### config.mk
export PLATFORM = sky130hd
export DESIGN_NAME = xdma_multi_finish_tracker
export DESIGN_NICKNAME = d
export VERILOG_FILES = /design/src/rtl/xdma_multi_finish_tracker.sv
export SDC_FILE = /design/constraint.sdc
export NUM_CORES = 1
export LEC_CHECK = 0
export BUFFER_PORTS_ARGS = -buffer_cell sky130_fd_sc_hd__clkbuf_2
export CAP_MARGIN = 10
export CORE_ASPECT_RATIO = 2
export CORE_UTILIZATION = 61
export CTS_BUF_LIST = sky130_fd_sc_hd__clkbuf_2 sky130_fd_sc_hd__clkbuf_4 sky130_fd_sc_hd__clkbuf_8
export CTS_CLUSTER_DIAMETER = 150
export CTS_CLUSTER_SIZE = 16
export DETAILED_ROUTE_END_ITERATION = 6
export PLACE_DENSITY = 0.94
export SYNTH_ARGS = -nofsm -noshare
export SYNTH_HDL_FRONTEND = slang
export SYNTH_SLANG_ARGS = --single-unit
export TNS_END_PERCENT = 10
### constraint.sdc
create_clock -name clk_i -period 4.9 [get_ports clk_i]
set_clock_uncertainty 0.2 [all_clocks]
set_input_delay 0.49 -clock clk_i [delete_from_list [all_inputs] [get_ports clk_i]]
set_output_delay 0.49 -clock clk_i [all_outputs]
set_load 0.1 [all_outputs]
### src/rtl/xdma_multi_finish_tracker.sv
// Finish tracker for concurrent XDMA chain writes: a slot CAM for first/middle
// hops matched by DMA ID, plus a forward FIFO of finishes owed to previous hops.
module xdma_multi_finish_tracker #(
  parameter int unsigned NumSlots  = 4,
  parameter int unsigned FwdDepth  = 4,
  parameter int unsigned IdWidth   = 8,
  parameter int unsigned AddrWidth = 48,
  parameter int unsigned CntWidth  = $clog2(NumSlots + 1)
) (
  input  logic                 clk_i,
  input  logic                 rst_ni,
  input  logic                 alloc_valid_i,
  output logic                 alloc_ready_o,
  input  logic                 alloc_first_i,
  input  logic [IdWidth-1:0]   alloc_id_i,
  input  logic [AddrWidth-1:0] alloc_addr_i,
  input  logic                 last_done_valid_i,
  output logic                 last_done_ready_o,
  input  logic [IdWidth-1:0]   last_done_id_i,
  input  logic [AddrWidth-1:0] last_done_addr_i,
  input  logic                 read_done_valid_i,
  input  logic [IdWidth-1:0]   read_done_id_i,
  input  logic                 from_remote_finish_valid_i,
  output logic                 from_remote_finish_ready_o,
  input  logic [IdWidth-1:0]   from_remote_finish_id_i,
  output logic                 to_remote_finish_valid_o,
  input  logic                 to_remote_finish_ready_i,
  output logic [AddrWidth-1:0] remote_addr_o,
  output logic [IdWidth-1:0]   from_remote_dma_id_o,
  output logic                 xdma_finish_o,
  output logic [IdWidth-1:0]   xdma_finish_id_o,
  output logic                 xdma_write_finish_o,
  output logic                 unexpected_finish_o,
  output logic [CntWidth-1:0]  outstanding_o
);

  localparam int unsigned SlotIdxW = (NumSlots > 1) ? $clog2(NumSlots) : 1;
  localparam int unsigned PtrW     = (FwdDepth > 1) ? $clog2(FwdDepth) : 1;
  localparam int unsigned FcntW    = $clog2(FwdDepth + 1);
  localparam logic [PtrW-1:0]  PtrLast = PtrW'(FwdDepth - 1);
  localparam logic [FcntW-1:0] FcntMax = FcntW'(FwdDepth);

  typedef struct packed {
    logic [IdWidth-1:0]   id;
    logic [AddrWidth-1:0] addr;
  } fwd_t;

  logic [NumSlots-1:0]  slot_valid_q;
  logic [NumSlots-1:0]  slot_first_q;
  logic [IdWidth-1:0]   slot_id_q   [NumSlots];
  logic [AddrWidth-1:0] slot_addr_q [NumSlots];

  fwd_t            fifo_q [FwdDepth];
  logic [PtrW-1:0] wr_ptr_q, rd_ptr_q;
  logic [FcntW-1:0] fcnt_q;

  logic                free_found, hit;
  logic [SlotIdxW-1:0] free_idx, hit_idx;
  logic                hit_first, fifo_full, fifo_empty;
  logic                alloc_hs, fin_hs, first_hs, mid_hs, last_hs, push, pop;
  fwd_t                push_data;

  // Downward scans so the last assignment is the lowest qualifying index.
  always_comb begin
    // NOTE: every always_comb output gets a default first, so no path leaves it unassigned and no latch is inferred.
    free_found = 1'b0;
    free_idx   = '0;
    hit        = 1'b0;
    hit_idx    = '0;
    for (int i = NumSlots - 1; i >= 0; i--) begin
      if (!slot_valid_q[i]) begin
        free_found = 1'b1;
        free_idx   = SlotIdxW'(i);
      end
      if (slot_valid_q[i] && (slot_id_q[i] == from_remote_finish_id_i)) begin
        hit     = 1'b1;
        hit_idx = SlotIdxW'(i);
      end
    end
  end

  assign hit_first  = hit && slot_first_q[hit_idx];
  assign fifo_full  = (fcnt_q == FcntMax);
  assign fifo_empty = (fcnt_q == '0);

  always_comb begin
    from_remote_finish_ready_o = 1'b1;
    if (hit) begin
      if (hit_first) from_remote_finish_ready_o = !read_done_valid_i;
      else           from_remote_finish_ready_o = !fifo_full && !last_done_valid_i;
    end
  end

  assign alloc_ready_o     = free_found;
  assign last_done_ready_o = !fifo_full;

  assign alloc_hs = alloc_valid_i && free_found;
  assign fin_hs   = from_remote_finish_valid_i && from_remote_finish_ready_o;
  assign first_hs = fin_hs && hit && hit_first;
  assign mid_hs   = fin_hs && hit && !hit_first;
  assign last_hs  = last_done_valid_i && last_done_ready_o;
  assign push     = last_hs || mid_hs;
  assign pop      = !fifo_empty && to_remote_finish_ready_i;

  assign push_data = last_hs ? fwd_t'{id: last_done_id_i, addr: last_done_addr_i}
                             : fwd_t'{id: slot_id_q[hit_idx], addr: slot_addr_q[hit_idx]};

  always_ff @(posedge clk_i or negedge rst_ni) begin
    if (!rst_ni) begin
      slot_valid_q <= '0;
    end else begin
      for (int i = 0; i < NumSlots; i++) begin
        // NOTE: sequential state uses non-blocking assignments so all registers update together at the edge.
        if (alloc_hs && (free_idx == SlotIdxW'(i)))      slot_valid_q[i] <= 1'b1;
        else if (fin_hs && hit && (hit_idx == SlotIdxW'(i))) slot_valid_q[i] <= 1'b0;
      end
    end
  end

  // NOTE: slot payload is not reset; it is only observed while its valid bit is set.
  always_ff @(posedge clk_i) begin
    if (alloc_hs) begin
      slot_first_q[free_idx] <= alloc_first_i;
      slot_id_q[free_idx]    <= alloc_id_i;
      slot_addr_q[free_idx]  <= alloc_addr_i;
    end
  end

  // FIFO storage is reset because its head drives outputs that must read 0 after reset.
  always_ff @(posedge clk_i or negedge rst_ni) begin
    if (!rst_ni) begin
      for (int i = 0; i < FwdDepth; i++) fifo_q[i] <= '0;
      wr_ptr_q <= '0;
      rd_ptr_q <= '0;
      fcnt_q   <= '0;
    end else begin
      if (push) begin
        fifo_q[wr_ptr_q] <= push_data;
        wr_ptr_q         <= (wr_ptr_q == PtrLast) ? '0 : wr_ptr_q + 1'b1;
      end
      if (pop) rd_ptr_q <= (rd_ptr_q == PtrLast) ? '0 : rd_ptr_q + 1'b1;
      case ({push, pop})
        2'b10:   fcnt_q <= fcnt_q + 1'b1;
        2'b01:   fcnt_q <= fcnt_q - 1'b1;
        default: fcnt_q <= fcnt_q;
      endcase
    end
  end

  assign to_remote_finish_valid_o = !fifo_empty;
  assign remote_addr_o            = fifo_q[rd_ptr_q].addr;
  assign from_remote_dma_id_o     = fifo_q[rd_ptr_q].id;

  // Read completions take the frontend port ahead of first-hop finishes.
  assign xdma_finish_o       = read_done_valid_i || first_hs;
  assign xdma_finish_id_o    = read_done_valid_i ? read_done_id_i
                             : (first_hs ? slot_id_q[hit_idx] : '0);
  assign xdma_write_finish_o = first_hs || pop;
  assign unexpected_finish_o = fin_hs && !hit;

  always_comb begin
    outstanding_o = '0;
    for (int i = 0; i < NumSlots; i++) begin
      if (slot_valid_q[i]) outstanding_o = outstanding_o + CntWidth'(1);
    end
  end

endmodule

* Yosys cells after proc, flatten, opt, wreduce, memory -nomap -nowiden
Memory sizes are Yosys's and may differ from the RTL's. Index checks and enable logic that the tools add are counted.
Word-level totals: output and inout bits 74, word-level logic and storage cells 138, register bits after elaboration 239, input port bits 136, RAM bits 224, memories 2
Memory list:
- slot_addr_q | depth 4, bits a word 48, read ports 1, clocked after memory_dff 0, wr ports 1, line 51 | logic [AddrWidth-1:0] slot_addr_q [NumSlots];
- slot_id_q | depth 4, bits a word 8, read ports 5, clocked after memory_dff 0, wr ports 1, line 50 | logic [IdWidth-1:0] slot_id_q [NumSlots];
Operators by class: order comparisons 6, $add $sub $neg 7, multiplexer cells 49, eq/ne operators 15, bitwise gates (word level) 2, reductions and logical operators 41
Operator list (number):
- $bwmux W224 | 1
- $mux W56 | 4
- $bmux W56 S2 | 1
- $demux W56 S2 | 1
- $eq A8 B8 Y1 | 4
- $logic_and A1 B1 Y1 | 24
- $mux W1 | 23
- $mux W2 | 10
- $mux W8 | 2
- $eq A2 B2 Y1 const B | 7
- $add A3 B1 Y3 const B | 4
- $reduce_bool A2 Y1 | 5
- $mux W3 | 3
- $eq A2 B1 Y1 const B | 3
- $ge A3 B3 Y1 const B | 2
- $logic_not A1 Y1 | 6
- $lt A2 B3 Y1 const B | 2
- $not A2 Y3 | 2
- $pmux W3 S2 | 1
- $add A2 B1 Y2 const B | 2
- $bwmux W4 | 1
- $logic_not A2 Y1 | 2
- $eq A3 B3 Y1 const B | 1
- $logic_not A3 Y1 | 1
- other kinds (6) | 8

* Logic depth before layout (Yosys ltp)
An unclocked memory read counts as a cell.
depth in word-level cells 18, mapped depth 13

* Worst setup path before layout
No wires, ideal clock.
path kind input -> output, start point input port from_remote_finish_id_i[0], end point output port xdma_finish_id_o[0], stages on the path 8, data required time 4.210 ns, buffers on the path 1, path slack 0.000 ns, arrival 4.210 ns, path through xor2_1 nor4_2 and3_1 buf_4 a211oi_1 a221o_1 or3_1 o21ai_0
On the way: cells in the longest elaborated chain, start to end 16, elaborated cells between the ends (all ways) 27, classes of those cells eq/ne (4); mux (14); reduce/logical (8); memory (1)
RTL lines:
- start, declared | line 25 | input logic [IdWidth-1:0] from_remote_finish_id_i,
- $eq A8 B8 Y1 | line 75 | if (slot_valid_q[i] && (slot_id_q[i] == from_remote_finish_id_i)) begin
- $logic_and A1 B1 Y1 | line 75
- $mux W2 (4 in a row) | line 75
- $bmux W1 S2 | line 82 | assign hit_first = hit && slot_first_q[hit_idx];
- $mux W1 (not written as such) | line 82
- $logic_and A1 B1 Y1 | line 82
- $mux W1 | line 89 | if (hit_first) from_remote_finish_ready_o = !read_done_valid_i;
- $mux W1 | line 88 | if (hit) begin
- $logic_and A1 B1 Y1 | line 98 | assign fin_hs = from_remote_finish_valid_i && from_remote_finish_ready_o;
- $logic_and A1 B1 Y1 (2 in a row) | line 99 | assign first_hs = fin_hs && hit && hit_first;
- $mux W8 * | line 157 | : (first_hs ? slot_id_q[hit_idx] : '0);
- $mux W8 * | line 156 | assign xdma_finish_id_o = read_done_valid_i ? read_done_id_i
- end, declared | line 31 | output logic [IdWidth-1:0] xdma_finish_id_o,
Every way passes the cells marked *; elsewhere a longest branch is shown, timed or not. The select of a mux whose other input is x is not followed.

==> results_tabular.tex <==
\begin{tabular}{lr}
\hline
Metric & Value \\
\hline
\multicolumn{2}{l}{\textbf{Outcome}} \\
\quad Result of the run & completed \\
\multicolumn{2}{l}{\textbf{Logic synthesis}} \\
\quad Number of flops mapped to enable cells by yosys & 228 \\
\quad Share of synthesized area occupied by flip-flops and latches & 61.5\% \\
\quad Main combinational cell family by area after synthesis & multiplexers \\
\quad Post-synthesis async set-or-reset flop share & 50.8\% \\
\quad Share of the synthesized netlist area taken by xor and xnor gates & 1.61\% \\
\quad Netlist area before placement & 0.0207 mm2 \\
\quad Yosys top cell by area & edfxtp\_1 \\
\quad Proportion of netlist area held by the largest area contributor & 33.1\% \\
\quad Cell variety after synth & 54 \\
\quad Seq cells post-synth & 463 \\
\quad Mean Syn Cell Area & 15.4 um2 \\
\quad Post-Synth Simple-Gate Area & 5.05\% \\
\quad Multiplexer area fraction after synthesis & 21.2\% \\
\quad Adder-Cell Fraction of Synth Area & 0.701\% \\
\quad Compound-cell area share of the yosys netlist & 7.31\% \\
\quad Net count after synthesis & 1492 \\
\quad Main synth FF type & dfrtp\_1 \\
\quad Dominant cells by area after synthesis & edfxtp\_1 (33\%), dfrtp\_1 (28\%), mux2\_4 (11\%) \\
\quad Gate Count Post-Synth & 1345 \\
\quad Count of yosys warnings during synthesis & 0 \\
\multicolumn{2}{l}{\textbf{Worst setup path}} \\
\quad Minimum setup slack among reg-to-reg paths & 0.89 ns \\
\quad Required arrival time at the worst endpoint & 4.21 ns \\
\quad Critical path, cell by cell & xnor2\_1 > nand3\_1 > nor4\_2 > a211oi\_1 > a221o\_1 > buf\_4 > or3\_1 > o21ai\_1 > clkbuf\_2 \\
\quad Capturing element type of the critical path & output pin \\
\quad Capturing point of the worst reg2reg path & fcnt\_q[2] \\
\quad Top cell family by delay on the critical path & simple AND/OR/NAND/NOR gates \\
\quad Register-to-Register Path Depth & 12 \\
\quad Critical path arrival & 4.00 ns \\
\quad Critical path startpoint category & flop \\
\quad Bufs and invs on worst path & 2 \\
\quad Startpoint of the lowest-slack register-to-register path & slot\_id\_q[2][6] \\
\quad Maximum fanout along the worst path & 8 \\
\quad Crit path largest cell delay & 0.58 ns \\
\quad Master of the slowest instance on the critical path & nor4\_2 \\
\quad Kind of critical path & reg2out \\
\multicolumn{2}{l}{\textbf{Final layout}} \\
\quad Filler-free cell count of the finished design & 2061 \\
\quad Leading cell types in the layout, fill and taps excluded & dfrtp\_1 (233), edfxtp\_1 (228), clkbuf\_2 (201) \\
\quad Fill cell total of the finished layout & 2109 \\
\quad Syn-to-layout area delta & 14.1\% \\
\quad Final core area utilization & 70.4\% \\
\quad Net count reported at finish & 1745 \\
\quad Commonest non-fill, non-tap cell in the layout & dfrtp\_1 \\
\quad Layout cell share with drive strength beyond 1 & 40.5\% \\
\multicolumn{2}{l}{\textbf{Clock network}} \\
\quad Clock buffers created by TritonCTS & 34 \\
\quad Number of setup buffers added after CTS & 0 \\
\quad Clock insertion delay at the later pin of the skew report & 0.60 ns \\
\quad Max Buffers Root-to-Sink & 3 \\
\quad Root cell of the clock tree & clkbuf\_8 \\
\quad Clock slew at reported path FFs & 0.11 ns \\
\quad CTS tree & built \\
\quad Clock sinks & 463 \\
\quad H-tree level count & 2 \\
\multicolumn{2}{l}{\textbf{Routing}} \\
\quad Total wirelength of the detailed-routed design & 54.9 mm \\
\quad DRC errors left & 0 \\
\quad Initial DRC Count & 1240 \\
\quad Residual antenna-violating net count after detailed routing & 0 \\
\quad Total via count after detailed routing & 13600 \\
\quad WL/cell & 26.7 um \\
\quad Drt pass-1 iters & 5 \\
\quad Post-detailed-route via-to-cell ratio & 6.59 \\
\multicolumn{2}{l}{\textbf{STA}} \\
\quad Shortest period the worst path allows & 4.69 ns \\
\quad Pins Over Slew Limit & 0 \\
\quad RSZ-0062 raised after global routing & false \\
\quad WHS & 0.0841 ns \\
\quad Period Utilization, post-route & 95.7\% \\
\quad Worst-margin pin slew & 1.09 ns \\
\quad Setup violation total in the final timing report & 0 \\
\quad Final Hold Vio Count & 0 \\
\quad Achievable clock frequency & 213 MHz \\
\quad Worst max-slew margin expressed relative to the limit & 27.2\% \\
\quad Setup TNS & 0 ns \\
\multicolumn{2}{l}{\textbf{Global route}} \\
\quad Largest net degree at the start of global routing & 133 \\
\quad First-pass GRT wire length & 83.1 mm \\
\quad GRT Overall Usage & 32.1\% \\
\quad Number of global-route vias before repair & 14600 \\
\quad Residual overflow from global routing & 0 \\
\quad Antenna violations before repair & 2 \\
\multicolumn{2}{l}{\textbf{Job}} \\
\quad Number of maximum-capacitance constraint violations & 0 \\
\multicolumn{2}{l}{\textbf{Floorplanning}} \\
\quad Horiz. Die Dim & 132 um \\
\quad Effective utilization at floorplan & 61.8\% \\
\quad Total die area & 0.0347 mm2 \\
\quad Top Ports & 210 \\
\quad Standard-cell row count & 95 \\
\quad Die Height & 263 um \\
\quad Total core area & 0.0335 mm2 \\
\multicolumn{2}{l}{\textbf{Min path}} \\
\quad Hold Path Depth & 3 \\
\quad Type of the tightest min-delay check & in2reg \\
\quad Start point of the worst min-delay path & last\_done\_id\_i[0] \\
\quad End of the worst hold path & fifo\_q[216] \\
\multicolumn{2}{l}{\textbf{Pwr}} \\
\quad Switching part of the total power & 47.2\% \\
\quad Register share of total power & 35.7\% \\
\quad Int Power & 8960 uW \\
\quad Share of total power in combinational logic & 52.0\% \\
\quad Peak supply drop & 726 uV \\
\quad Static leakage & 0.00939 uW \\
\quad Areal power density over the cells & 718 mW/mm2 \\
\quad Portion of total power attributed to the clock network & 12.4\% \\
\quad Switching power of the nets & 8000 uW \\
\multicolumn{2}{l}{\textbf{Place}} \\
\quad Number of I/O port buffers & 209 \\
\quad HPWL Detailed & 34.4 mm \\
\quad GPL Wtd Cong & 0.950 \\
\quad Dpl cells & 1937 \\
\hline
\end{tabular}
[cell families after synthesis]
| family | Yosys count |
|---|---|
| xor+xnor | 38 |
| buf+inv | 102 |
| mux | 281 |
| flops | 463 |
| simple gates | 238 |
| compound gates | 212 |
| fa+ha+maj | 11 |
[synthesized netlist by cell type (3+ instances only)]
master,count
a21oi_1,51
nand2_1,114
xor2_1,13
a32oi_1,8
a22oi_1,7
xnor2_1,25
a2111oi_0,7
o21ai_2,4
a31oi_1,56
dfrtp_1,235
or3_1,6
mux2_4,156
buf_6,20
and3_1,4
clkbuf_1,47
mux2_2,68
mux4_2,56
buf_2,13
o32ai_1,4
o21ai_0,6
a21o_1,9
nand3_1,16
a31o_2,49
edfxtp_1,228
nor2_1,67
buf_1,4
buf_4,3
nand4_1,10
ha_1,10
inv_1,15
nor3_1,5
[registers in the layout (all words and copies together), names as in the netlist]
signal        cells
rd_ptr_q          2
slot_addr_q     192
wr_ptr_q          2
fcnt_q            3
slot_valid_q      4
slot_id_q        32
slot_first_q      4
fifo_q          224
[power by group through the flow]
| stage | clock network [uW] | registers, uW | logic, uW |
|---|---|---|---|
| after floorplan | 0 | 5620 | 7410 |
| after global placement | 0 | 5910 | 8480 |
| after detailed placement | 0 | 6050 | 8690 |
| after CTS | 2080 | 6000 | 8770 |
| after global routing | 2220 | 6140 | 9040 |
| final | 2100 | 6050 | 8810 |
[through the flow]
| stage | setup slack [ns] | power (uW) | instance area (um2) |
|---|---|---|---|
| 6_report | 0.209 | 17000 | 23600 |
| 5_1_grt | 0.0225 | 17400 | 23600 |
| 4_1_cts | 0.151 | 16900 | 23600 |
| 3_5_place_dp | 0.569 | 14700 | 22300 |
| 3_3_place_gp | 0.617 | 14400 | 22300 |
| 2_1_floorplan | 0.757 | 13000 | 20700 |
[layout make-up]
type	instances	area, um2	share of cell area [%]
Timing Repair Buffer	304	2100	8.91
Sequential cell	463	12700	53.9
Inverter	15	56.3	0.238
Antenna cell	2	5.00	0.0212
Clock buffer	60	669	2.83
Tap cell	436	546	2.31
Multi-Input combinational cell	780	7490	31.7
Clock inverter	1	7.51	0.0318
[tightest hold or removal path, stage by stage]
cell      delay [ns]
clkbuf_2        0.12
o21ai_0         0.16
o32ai_1         0.08
[worst max path at each step]
stage                          end  depth (start not counted)  slack [ns]                  startpoint
2_1_floorplan  xdma_finish_id_o[0]                          8        0.76  from_remote_finish_id_i[0]
3_3_place_gp   xdma_finish_id_o[0]                         10        0.62  from_remote_finish_id_i[6]
3_5_place_dp   xdma_finish_id_o[0]                         10        0.57  from_remote_finish_id_i[6]
4_1_cts        xdma_finish_id_o[0]                          9        0.15             slot_id_q[0][6]
5_1_grt        xdma_finish_id_o[7]                         10        0.02             slot_id_q[3][6]
6_report       xdma_finish_id_o[0]                          9        0.21             slot_id_q[2][6]
[metal layers]
metal | vias up | part of all wire [%] | global-route usage, %
met3 | 262 | 6.8 | 4.07
met5 | - | 0 | 0
met2 | 887 | 52 | 55.9
li1 | 5582 | - | -
met1 | 6854 | 34 | 36.3
met4 | 0 | 7.4 | 22.6
[timing repair]
| item | 4_1_cts | 5_1_grt |
|---|---|---|
| endpoints found under the hold margin | 361 | 0 |
| hold buffers | 60 | 0 |
| resized for setup | 0 | 1 |
| setup endpoints to repair | 0 | 1 |
(Power assumes the default switching activity.)
